$ cat config.mk
export PLATFORM = sky130hd
export DESIGN_NAME = game_tick_scheduler_flat
export DESIGN_NICKNAME = d
export VERILOG_FILES = /design/src/rtl/game_tick_scheduler_if.sv /design/src/rtl/game_tick_scheduler.sv /design/src/flat_wrapper.sv
export SDC_FILE = /design/constraint.sdc
export NUM_CORES = 1
export LEC_CHECK = 0
export ABC_AREA = 0
export ABC_CLOCK_PERIOD_IN_PS = 4150
export BUFFER_PORTS_ARGS = -buffer_cell sky130_fd_sc_hd__buf_2
export CAP_MARGIN = 20
export CORE_UTILIZATION = 55
export DETAILED_ROUTE_END_ITERATION = 8
export PLACE_DENSITY = 0.74
export SLEW_MARGIN = 20
export SYNTH_ARGS = -nofsm -noshare
export SYNTH_HDL_FRONTEND = slang
export SYNTH_SLANG_ARGS = --single-unit
$ cat constraint.sdc
create_clock -name clk -period 4.15 [get_ports clk]
set_clock_uncertainty 0.2 [all_clocks]
set_input_delay 0.6225 -clock clk [delete_from_list [all_inputs] [get_ports clk]]
set_output_delay 0.6225 -clock clk [all_outputs]
set_load 0.005 [all_outputs]
$ cat src/rtl/game_tick_scheduler_if.sv
// Handshake bundle between the game tick scheduler and the game-logic blocks.
// The master drives the game event pulses; the slave returns the strobes, the phase and the speed level.
interface game_tick_scheduler_if;
    logic       start;
    logic       pause_toggle;
    logic       hit;
    logic       miss;
    logic       ms_tick;
    logic       ball_step;
    logic       paddle_step;
    logic [1:0] state;
    logic [3:0] level;

    modport master (
        output start, pause_toggle, hit, miss,
        input  ms_tick, ball_step, paddle_step, state, level
    );

    modport slave (
        input  start, pause_toggle, hit, miss,
        output ms_tick, ball_step, paddle_step, state, level
    );
endinterface

$ cat src/rtl/game_tick_scheduler.sv
// Pong timing scheduler: base-tick prescaler, idle/serve/play/pause sequencing, ball and paddle step strobes.
// All outputs registered, one cycle after the internal tick or input pulse; no backpressure (pulses are always accepted).
module game_tick_scheduler #(
    parameter int PRESCALE       = 50000,
    parameter int BALL_BASE      = 20,
    parameter int BALL_MIN       = 4,
    parameter int LEVEL_STEP     = 2,
    parameter int HITS_PER_LEVEL = 4,
    parameter int PADDLE_DIV     = 5,
    parameter int SERVE_TICKS    = 1000
) (
    input  logic                  clk,
    input  logic                  reset,
    game_tick_scheduler_if.slave  bus
);
    typedef enum logic [1:0] {IDLE = 2'd0, SERVE = 2'd1, PLAY = 2'd2, PAUSED = 2'd3} state_t;

    localparam int PW = $clog2(PRESCALE + 1);
    localparam int SW = $clog2(SERVE_TICKS + 1);
    localparam int DW = $clog2(PADDLE_DIV + 1);
    localparam int HW = $clog2(HITS_PER_LEVEL + 1);

    state_t         state_q, state_d, saved_q, saved_d, base_nxt;
    logic [PW-1:0]  presc_q, presc_d;
    logic [SW-1:0]  serve_q, serve_d;
    logic [31:0]    ball_q, ball_d;
    logic [DW-1:0]  pad_q, pad_d;
    logic [HW-1:0]  hits_q, hits_d;
    logic [3:0]     level_q, level_d;
    logic           ms_tick_q, ms_tick_d;
    logic           ball_step_q, ball_step_d;
    logic           paddle_step_q, paddle_step_d;
    logic           tick, do_miss, do_pause, do_hit;
    logic signed [31:0] period_raw;
    logic [31:0]    period;

    always_comb begin
        tick       = (presc_q == PW'(PRESCALE - 1)) && (state_q != PAUSED);
        do_miss    = bus.miss && (state_q == PLAY);
        do_pause   = bus.pause_toggle && (state_q != IDLE) && !do_miss;
        do_hit     = bus.hit && (state_q == PLAY) && !do_miss && !do_pause;
        // Signed so that high levels drive the raw period negative and hit the clamp.
        period_raw = BALL_BASE - $signed({28'd0, level_q}) * LEVEL_STEP;
        period     = (period_raw < BALL_MIN) ? 32'(BALL_MIN) : $unsigned(period_raw);

        state_d       = state_q;
        saved_d       = saved_q;
        base_nxt      = state_q;
        serve_d       = serve_q;
        ball_d        = ball_q;
        pad_d         = pad_q;
        hits_d        = hits_q;
        level_d       = level_q;
        ms_tick_d     = tick;
        ball_step_d   = 1'b0;
        paddle_step_d = 1'b0;

        if (state_q == PAUSED)
            presc_d = presc_q;
        else if (presc_q == PW'(PRESCALE - 1))
            presc_d = '0;
        else
            presc_d = presc_q + PW'(1);

        if (state_q == IDLE)
            pad_d = '0;
        if (tick && (state_q == SERVE || state_q == PLAY)) begin
            if (pad_q == DW'(PADDLE_DIV - 1)) begin
                pad_d         = '0;
                paddle_step_d = 1'b1;
            end else begin
                pad_d = pad_q + DW'(1);
            end
        end

        // >= rather than == so a period shrinking mid-count still yields a step.
        if (tick && state_q == PLAY) begin
            if (ball_q >= period - 32'd1) begin
                ball_d      = '0;
                ball_step_d = 1'b1;
            end else begin
                ball_d = ball_q + 32'd1;
            end
        end

        if (tick && state_q == SERVE) begin
            if (serve_q == SW'(SERVE_TICKS - 1))
                base_nxt = PLAY;
            else
                serve_d = serve_q + SW'(1);
        end

        if (do_hit) begin
            if (hits_q == HW'(HITS_PER_LEVEL - 1)) begin
                hits_d = '0;
                if (level_q != 4'd15)
                    level_d = level_q + 4'd1;
            end else begin
                hits_d = hits_q + HW'(1);
            end
        end

        if (state_q == IDLE && bus.start)
            base_nxt = SERVE;
        if (do_miss)
            base_nxt = SERVE;

        if (base_nxt == SERVE && state_q != SERVE) begin
            serve_d = '0;
            ball_d  = '0;
            hits_d  = '0;
            level_d = '0;
        end

        // A pause landing on the serve-completing tick resumes straight into PLAY.
        if (state_q == PAUSED) begin
            if (do_pause)
                state_d = saved_q;
        end else if (do_pause) begin
            state_d = PAUSED;
            saved_d = base_nxt;
        end else begin
            state_d = base_nxt;
        end
    end

    always_ff @(posedge clk or negedge reset) begin
        if (!reset) begin
            state_q       <= IDLE;
            saved_q       <= IDLE;
            presc_q       <= '0;
            serve_q       <= '0;
            ball_q        <= '0;
            pad_q         <= '0;
            hits_q        <= '0;
            level_q       <= '0;
            ms_tick_q     <= 1'b0;
            ball_step_q   <= 1'b0;
            paddle_step_q <= 1'b0;
        end else begin
            state_q       <= state_d;
            saved_q       <= saved_d;
            presc_q       <= presc_d;
            serve_q       <= serve_d;
            ball_q        <= ball_d;
            pad_q         <= pad_d;
            hits_q        <= hits_d;
            level_q       <= level_d;
            ms_tick_q     <= ms_tick_d;
            ball_step_q   <= ball_step_d;
            paddle_step_q <= paddle_step_d;
        end
    end

    assign bus.ms_tick     = ms_tick_q;
    assign bus.ball_step   = ball_step_q;
    assign bus.paddle_step = paddle_step_q;
    assign bus.state       = state_q;
    assign bus.level       = level_q;
endmodule

$ cat src/flat_wrapper.sv
// flat-port wrapper written by rule: the top's interface ports become plain ports
module game_tick_scheduler_flat 
#(
    parameter int PRESCALE       = 50000,
    parameter int BALL_BASE      = 20,
    parameter int BALL_MIN       = 4,
    parameter int LEVEL_STEP     = 2,
    parameter int HITS_PER_LEVEL = 4,
    parameter int PADDLE_DIV     = 5,
    parameter int SERVE_TICKS    = 1000
)
  (clk, reset, bus_start, bus_pause_toggle, bus_hit, bus_miss, bus_ms_tick, bus_ball_step, bus_paddle_step, bus_state, bus_level);
  game_tick_scheduler_if bus_i ();
  input  logic clk;
  input  logic reset;
  input wire logic [$bits(bus_i.start)-1:0] bus_start;
  input wire logic [$bits(bus_i.pause_toggle)-1:0] bus_pause_toggle;
  input wire logic [$bits(bus_i.hit)-1:0] bus_hit;
  input wire logic [$bits(bus_i.miss)-1:0] bus_miss;
  output wire logic [$bits(bus_i.ms_tick)-1:0] bus_ms_tick;
  output wire logic [$bits(bus_i.ball_step)-1:0] bus_ball_step;
  output wire logic [$bits(bus_i.paddle_step)-1:0] bus_paddle_step;
  output wire logic [$bits(bus_i.state)-1:0] bus_state;
  output wire logic [$bits(bus_i.level)-1:0] bus_level;
  assign bus_i.start = bus_start;
  assign bus_i.pause_toggle = bus_pause_toggle;
  assign bus_i.hit = bus_hit;
  assign bus_i.miss = bus_miss;
  assign bus_ms_tick = bus_i.ms_tick;
  assign bus_ball_step = bus_i.ball_step;
  assign bus_paddle_step = bus_i.paddle_step;
  assign bus_state = bus_i.state;
  assign bus_level = bus_i.level;
  game_tick_scheduler #(.PRESCALE(PRESCALE), .BALL_BASE(BALL_BASE), .BALL_MIN(BALL_MIN), .LEVEL_STEP(LEVEL_STEP), .HITS_PER_LEVEL(HITS_PER_LEVEL), .PADDLE_DIV(PADDLE_DIV), .SERVE_TICKS(SERVE_TICKS)) u_core (.clk(clk), .reset(reset), .bus(bus_i));
endmodule
* Word-level counts from Yosys, hierarchy flattened *
Index checks and enable logic that the tools add are counted.

storage, ports and cells
  output and inout port bits = 9
  bits of input ports = 6
  flip-flop bits (word level) = 75
  logic and storage cells = 90

operators by class
  eq/ne operators = 13
  $lt $le $gt $ge = 2
  bitwise logic cells = 1
  add/sub/neg operators = 8
  reduce and logical (&&, ||, !) cells = 26
  muxes and demuxes = 29

operators with widths
  kind                   count
  $mux 32                4
  $add 32x1->32 const B  1
  $ge 32x32->1           1
  $lt 32x4->1 const B    1
  $sub 32x1->32 const B  1
  $mux 10                3
  $mux 3                 6
  $add 16x1->16 const B  1
  $eq 16x16->1 const B   1
  $mux 16                1
  $mux 4                 4
  $mux 2                 7
  $reduce_bool 2->1      7
  $logic_and 1x1->1      12
  $add 10x1->10 const B  1
  $eq 10x10->1 const B   1
  $add 3x1->3 const B    2
  $sub 5x5->6 const A    1
  $add 4x1->4 const B    1
  $eq 2x1->1 const B     2
  $eq 2x2->1 const B     2
  $mux 1                 4
  $ne 2x1->1 const B     2
  $ne 2x2->1 const B     2
  other kinds (9)        11

* Logic depth before layout (Yosys ltp) *
  word-level depth = 10
  mapped depth = 19
  depth with buffers taken out = 17

* Worst setup path before layout *
Ideal clock, no wire load.

  path kind = flip-flop to flip-flop
  start = reg u_core.level_q[1] (netlist: u_core.bus.level[1])
  end = reg u_core.ball_q[10]
  path slack = 292 ps
  cell stages (with the launch flop) = 19
  period minus slack after synthesis = 3858 ps
  path buffers = 2
  data required time = 3829 ps
  arrival = 3537 ps
  library setup time = 121 ps
  cells stage by stage = dfrtp_1 -> ha_1 -> clkbuf_1 -> inv_1 -> nor2_1 -> a31oi_1 -> o32a_1 -> nor2b_1 -> ha_1 -> nand2_1 -> ha_1 -> ha_1 -> nand4_1 -> nor3_1 -> nand3b_1 -> o211a_1 -> a21oi_2 -> buf_2 -> nor2_1

on the way
  cells in the longest elaborated chain, start to end = 8

RTL lines
  what                    RTL line                    source
  from (decl)             game_tick_scheduler.sv:29   logic [3:0] level_q, level_d;
  from (signal assigned)  game_tick_scheduler.sv:148  level_q <= level_d;
  $sub 5x5->6 (*)         game_tick_scheduler.sv:43   period_raw = BALL_BASE - $signed({28'd0, level_q}) * LEVEL_STEP;
  $lt 32x4->1             game_tick_scheduler.sv:44   period = (period_raw < BALL_MIN) ? 32'(BALL_MIN) : $unsigned(period_raw);
  $mux 32 (*)             game_tick_scheduler.sv:44
  $sub 32x1->32 (*)       game_tick_scheduler.sv:78   if (ball_q >= period - 32'd1) begin
  $ge 32x32->1 (*)        game_tick_scheduler.sv:78
  $mux 32 (*)             game_tick_scheduler.sv:78
  $mux 32 (*)             game_tick_scheduler.sv:77   if (tick && state_q == PLAY) begin
  $mux 32 (*)             game_tick_scheduler.sv:108  if (base_nxt == SERVE && state_q != SERVE) begin
  to (signal assigned)    game_tick_scheduler.sv:145  ball_q <= ball_d;
  to (decl)               game_tick_scheduler.sv:26   logic [31:0] ball_q, ball_d;

Every way passes the cells marked *; elsewhere a longest branch is shown, timed or not. The select of a mux whose other input is x is not followed.
A chain may end at the register's enable or synchronous reset.

* Worst setup path in the final report *
  start = reg u_core.level_q[0] (netlist: u_core.bus.level[0])
  end = reg u_core.ball_q[29]

Same word-level chain as after synthesis.

==> impl_metrics.xml <==
<?xml version="1.0" encoding="UTF-8"?>
<metrics>
  <group name="outcome">
    <metric name="status" unit="">finished, final reports clean</metric>
  </group>
  <group name="worst_setup_path">
    <metric name="cp_cell_instances" unit="">ha_1, nor2b_1, a31oi_1, o32a_1, nor2b_1, ha_1, nand2_1, ha_1, ha_1, a41o_1, a211o_1, a221oi_2, o211a_4, a21oi_4, buf_12, nor3_1</metric>
    <metric name="timing.rr.end" unit="">u_core.ball_q[29]</metric>
    <metric name="worst_r2r_startpoint" unit="">u_core.bus.level[0]</metric>
    <metric name="path_common_cell" unit="">sky130_fd_sc_hd__ha_1</metric>
    <metric name="cp_slowest_cell" unit="">sky130_fd_sc_hd__dfrtp_1</metric>
    <metric name="worstSetupStartpoint" unit="">u_core.bus.level[0]</metric>
    <metric name="worstRegToRegCells" unit="">16</metric>
    <metric name="timing.critical_path.arrival" unit="ns">4.02</metric>
    <metric name="required_time_of_the_worst_setup_path" unit="ns">4.22</metric>
    <metric name="crit_type" unit="">reg -&gt; reg</metric>
    <metric name="regToRegSetupSlack" unit="ns">0.20</metric>
    <metric name="critical_path.max_fanout" unit="">14</metric>
    <metric name="worstSetupEndpointType" unit="">register</metric>
    <metric name="critPathLaunchType" unit="">register</metric>
    <metric name="critical-path-max-stage-delay" unit="ns">0.38</metric>
  </group>
  <group name="clock_network">
    <metric name="cts.sink_count" unit="">75</metric>
    <metric name="cts.reportedPaths.clkPinSlew" unit="ns">0.08</metric>
    <metric name="cts.path.max_buffers" unit="">2</metric>
    <metric name="cts_tree" unit="">yes</metric>
    <metric name="cts.root.buffer_cell" unit="">sky130_fd_sc_hd__clkbuf_8</metric>
    <metric name="cts_buffers" unit="">9</metric>
    <metric name="cts_max_level" unit="">3</metric>
    <metric name="cts_hold_buffers" unit="">0</metric>
    <metric name="clk-insertion-delay-late" unit="ns">0.35</metric>
  </group>
  <group name="synth">
    <metric name="synth-simple-area-share" unit="%">25.3</metric>
    <metric name="synth-edff-count" unit="">0</metric>
    <metric name="yosysSeqAreaShare" unit="%">38.1</metric>
    <metric name="synth-warning-count" unit="">0</metric>
    <metric name="synthesis.instances" unit="">514</metric>
    <metric name="synth-compound-area-share" unit="%">9.26</metric>
    <metric name="syn_avg_cell_area" unit="sq um">9.59</metric>
    <metric name="synth.ff_latch_count" unit="">75</metric>
    <metric name="dominant_combinational_cell_family_by_area_after_synthesis" unit="">simple AND/OR/NAND/NOR gates</metric>
    <metric name="synth.area.mux_share" unit="%">1.45</metric>
    <metric name="dominantRegCellSynth" unit="">sky130_fd_sc_hd__dfrtp_1</metric>
    <metric name="asyncSetResetFlopFracSynth" unit="%">100</metric>
    <metric name="synth_cell_type_count" unit="">64</metric>
    <metric name="synth_xor_area_share" unit="%">9.59</metric>
    <metric name="adder_and_majority_gate_portion_of_the_synthesized_area" unit="%">12.9</metric>
    <metric name="synth.cell_area" unit="sq um">4930</metric>
  </group>
  <group name="global_route">
    <metric name="antenna_found_initial" unit="">0</metric>
    <metric name="global_route.usage.total" unit="%">23.2</metric>
    <metric name="grt_start_max_net_pins" unit="">76</metric>
    <metric name="grt_first_pass_wirelength" unit="microns">17800</metric>
    <metric name="grt-ovfl-total" unit="">0</metric>
    <metric name="grt_pass1_vias" unit="">3890</metric>
  </group>
  <group name="layout">
    <metric name="post_route_cells_drive_above_1_share" unit="%">14.1</metric>
    <metric name="antenna_cells" unit="">0</metric>
    <metric name="layout.cells.most_common_list" unit="">sky130_fd_sc_hd__dfrtp_1, sky130_fd_sc_hd__nor2_1, sky130_fd_sc_hd__ha_1</metric>
    <metric name="layout_commonest_cell" unit="">sky130_fd_sc_hd__dfrtp_1</metric>
    <metric name="design.final.nets" unit="">614</metric>
    <metric name="final_core_utilization" unit="%">63.6</metric>
    <metric name="layout-area-overhead-vs-synth" unit="%">12.5</metric>
  </group>
  <group name="sta">
    <metric name="max_slew.worst_pin.slew" unit="ns">0.917</metric>
    <metric name="worst_slew_margin_rel" unit="%">38.9</metric>
    <metric name="setup_viol_count_final" unit="">0</metric>
    <metric name="period_share" unit="%">95.3</metric>
    <metric name="timing_hold_violations_final" unit="">0</metric>
    <metric name="slew_violations" unit="">0</metric>
    <metric name="clock.fmax" unit="MHz">253</metric>
    <metric name="period_minus_slack" unit="ns">3.95</metric>
  </group>
  <group name="drt">
    <metric name="detailedRoute.firstIterationViolations" unit="">157</metric>
    <metric name="final_antenna_net_count" unit="">0</metric>
    <metric name="remaining_design_rule_violation_count" unit="">0</metric>
    <metric name="routed_wirelength" unit="microns">10600</metric>
    <metric name="vias" unit="">3931</metric>
    <metric name="first_pass_iters" unit="">4</metric>
    <metric name="route.detailed.vias_per_inst" unit="">5.87</metric>
    <metric name="post_dr_wirelength_cell" unit="microns">15.8</metric>
  </group>
  <group name="power">
    <metric name="p_leak" unit="nW">2.61</metric>
    <metric name="max-vdd-ir-drop" unit="V">0.000355</metric>
    <metric name="total_power" unit="mW">1.98</metric>
    <metric name="power_frac_seq" unit="%">42.4</metric>
    <metric name="pwr-share-clk" unit="%">32.6</metric>
    <metric name="power.internal" unit="mW">1.31</metric>
    <metric name="switchingPower" unit="uW">674</metric>
    <metric name="power.density_cell_area" unit="nW/um^2">357</metric>
    <metric name="combPwrFrac" unit="%">24.9</metric>
    <metric name="power.share.switching" unit="%">34.0</metric>
  </group>
  <group name="placed_design">
    <metric name="gpl.final_weighted_congestion" unit="">0.823</metric>
    <metric name="dp_hpwl" unit="microns">7340</metric>
    <metric name="io_buffers" unit="">14</metric>
  </group>
  <group name="worst_hold_path">
    <metric name="min_path_type" unit="">in -&gt; async</metric>
  </group>
  <group name="die">
    <metric name="initial_util" unit="%">56.5</metric>
    <metric name="design.core.area" unit="sq um">8720</metric>
    <metric name="die_w" unit="microns">96.7</metric>
    <metric name="rows" unit="">34</metric>
    <metric name="top_level_ports" unit="">15</metric>
    <metric name="die_h" unit="microns">96.7</metric>
    <metric name="die-area" unit="sq um">9350</metric>
  </group>
  <group name="run">
    <metric name="maxCapViolations" unit="">0</metric>
  </group>
</metrics>
## worst max-delay path: cells and delay by family (launching register included)
| family | cells | cell delay, ns |
|---|---|---|
| buffers and inverters | 1 | 0.19 |
| adder cells (fa/ha/maj) | 4 | 1.06 |
| AO/OA/AOI/OAI | 7 | 1.44 |
| AND/OR/NAND/NOR | 4 | 0.57 |
| flip-flops | 1 | 0.38 |
## worst max path at each step
stage / slack [ns] / endpoint / cells after the start
global route: -0.13 / u_core.ball_q[2] / 16
global placement: -0.12 / u_core.ball_q[29] / 15
detailed placement: 0.05 / u_core.ball_q[29] / 15
floorplan: 0.29 / u_core.ball_q[10] / 18
CTS: 0.03 / u_core.ball_q[29] / 15
finish: 0.20 / u_core.ball_q[29] / 16
## what timing repair did
item | CTS | global route
resized for setup | 0 | 7
setup endpoints to repair | 0 | 32
setup buffers | 0 | 3
hold endpoints to repair | 0 | 0
## power by group through the flow
stage | logic [mW] | clock network, mW | registers (mW)
global route | 0.549 | 0.683 | 0.851
detailed placement | 0.437 | 0 | 0.854
floorplan | 0.349 | 0 | 0.840
CTS | 0.439 | 0.658 | 0.840
finish | 0.494 | 0.646 | 0.841
global placement | 0.417 | 0 | 0.850
## sequential cells by signal, summed over array words and instances (netlist names)
register and count:
u_core.serve_q 10, u_core.bus.ball_step 1, u_core.bus.ms_tick 1, u_core.bus.state 2, u_core.bus.level 4, u_core.ball_q 32, u_core.bus.paddle_step 1, u_core.saved_q 2
u_core.presc_q 16, u_core.hits_q 3, u_core.pad_q 3
## cells in the mapped netlist, drive strengths merged (2+ instances only)
| cell | n | area [sq um] |
|---|---|---|
| dfrtp | 75 | 1880 |
| nor2 | 71 | 267 |
| ha | 51 | 638 |
| nand2 | 33 | 124 |
| xnor2 | 33 | 289 |
| nand3 | 27 | 135 |
| nand4 | 22 | 165 |
| a21oi | 21 | 124 |
| xor2 | 21 | 184 |
| inv | 20 | 75.1 |
| nor3 | 20 | 105 |
| o21ai | 13 | 65.1 |
| buf | 9 | 65.1 |
| and3 | 7 | 43.8 |
| nor4b | 7 | 86.3 |
| and4 | 6 | 55.1 |
| clkbuf | 6 | 22.5 |
| mux2i | 6 | 60.1 |
| nor4 | 6 | 56.3 |
| nand2b | 5 | 31.3 |
| a21o | 4 | 30.0 |
| nor2b | 4 | 25.0 |
| a211oi | 3 | 22.5 |
| a22oi | 3 | 22.5 |
| a31oi | 3 | 18.8 |
| and4bb | 3 | 37.5 |
| nand4b | 3 | 26.3 |
| or2 | 3 | 18.8 |
| or3 | 3 | 18.8 |
| a211o | 2 | 17.5 |
| a221oi | 2 | 23.8 |
| nand3b | 2 | 15.0 |
| o211a | 2 | 20.0 |
## metrics by stage
| step | cell area [sq um] | hold slack [ns] | cells | setup TNS, ns | worst slack, ns |
|---|---|---|---|---|---|
| floorplan | 4980 | 0.127 | 526 | 0 | 0.292 |
| global placement | 5220 | 0.283 | 650 | -2.23 | -0.118 |
| detailed placement | 5230 | 0.285 | 650 | 0 | 0.0535 |
| CTS | 5460 | 0.240 | 666 | 0 | 0.0263 |
| global route | 5550 | 0.296 | 670 | -0.532 | -0.130 |
| finish | 5550 | 0.203 | 670 | 0 | 0.196 |
## per-layer routing
metal / share of wire, % / up-vias / global-route usage, %
met4: 2.7 / 0 / 9.64
met2: 48 / 65 / 39.2
met3: 3.3 / 27 / 3.40
li1: - / 1914 / -
met1: 46 / 1925 / 29.6
met5: 0 / - / 0
## cell type report
type                       instances  area [sq um]
sequential                        75          1880
inverter                          20          75.1
multi-input combinational        417          2990
clock inverter                     6          87.6
fill                             735          3170
timing repair buffer              34           248
clock buffer                      10           138
tap                              108           135
## kinds of logic after synthesis
logic type	Yosys count
flops	75
simple gates	226
fa+ha+maj	51
compound gates	65
mux	7
xor+xnor	54
other cells	1
buf+inv	35
Note: power is estimated with default switching activity, not from simulation.
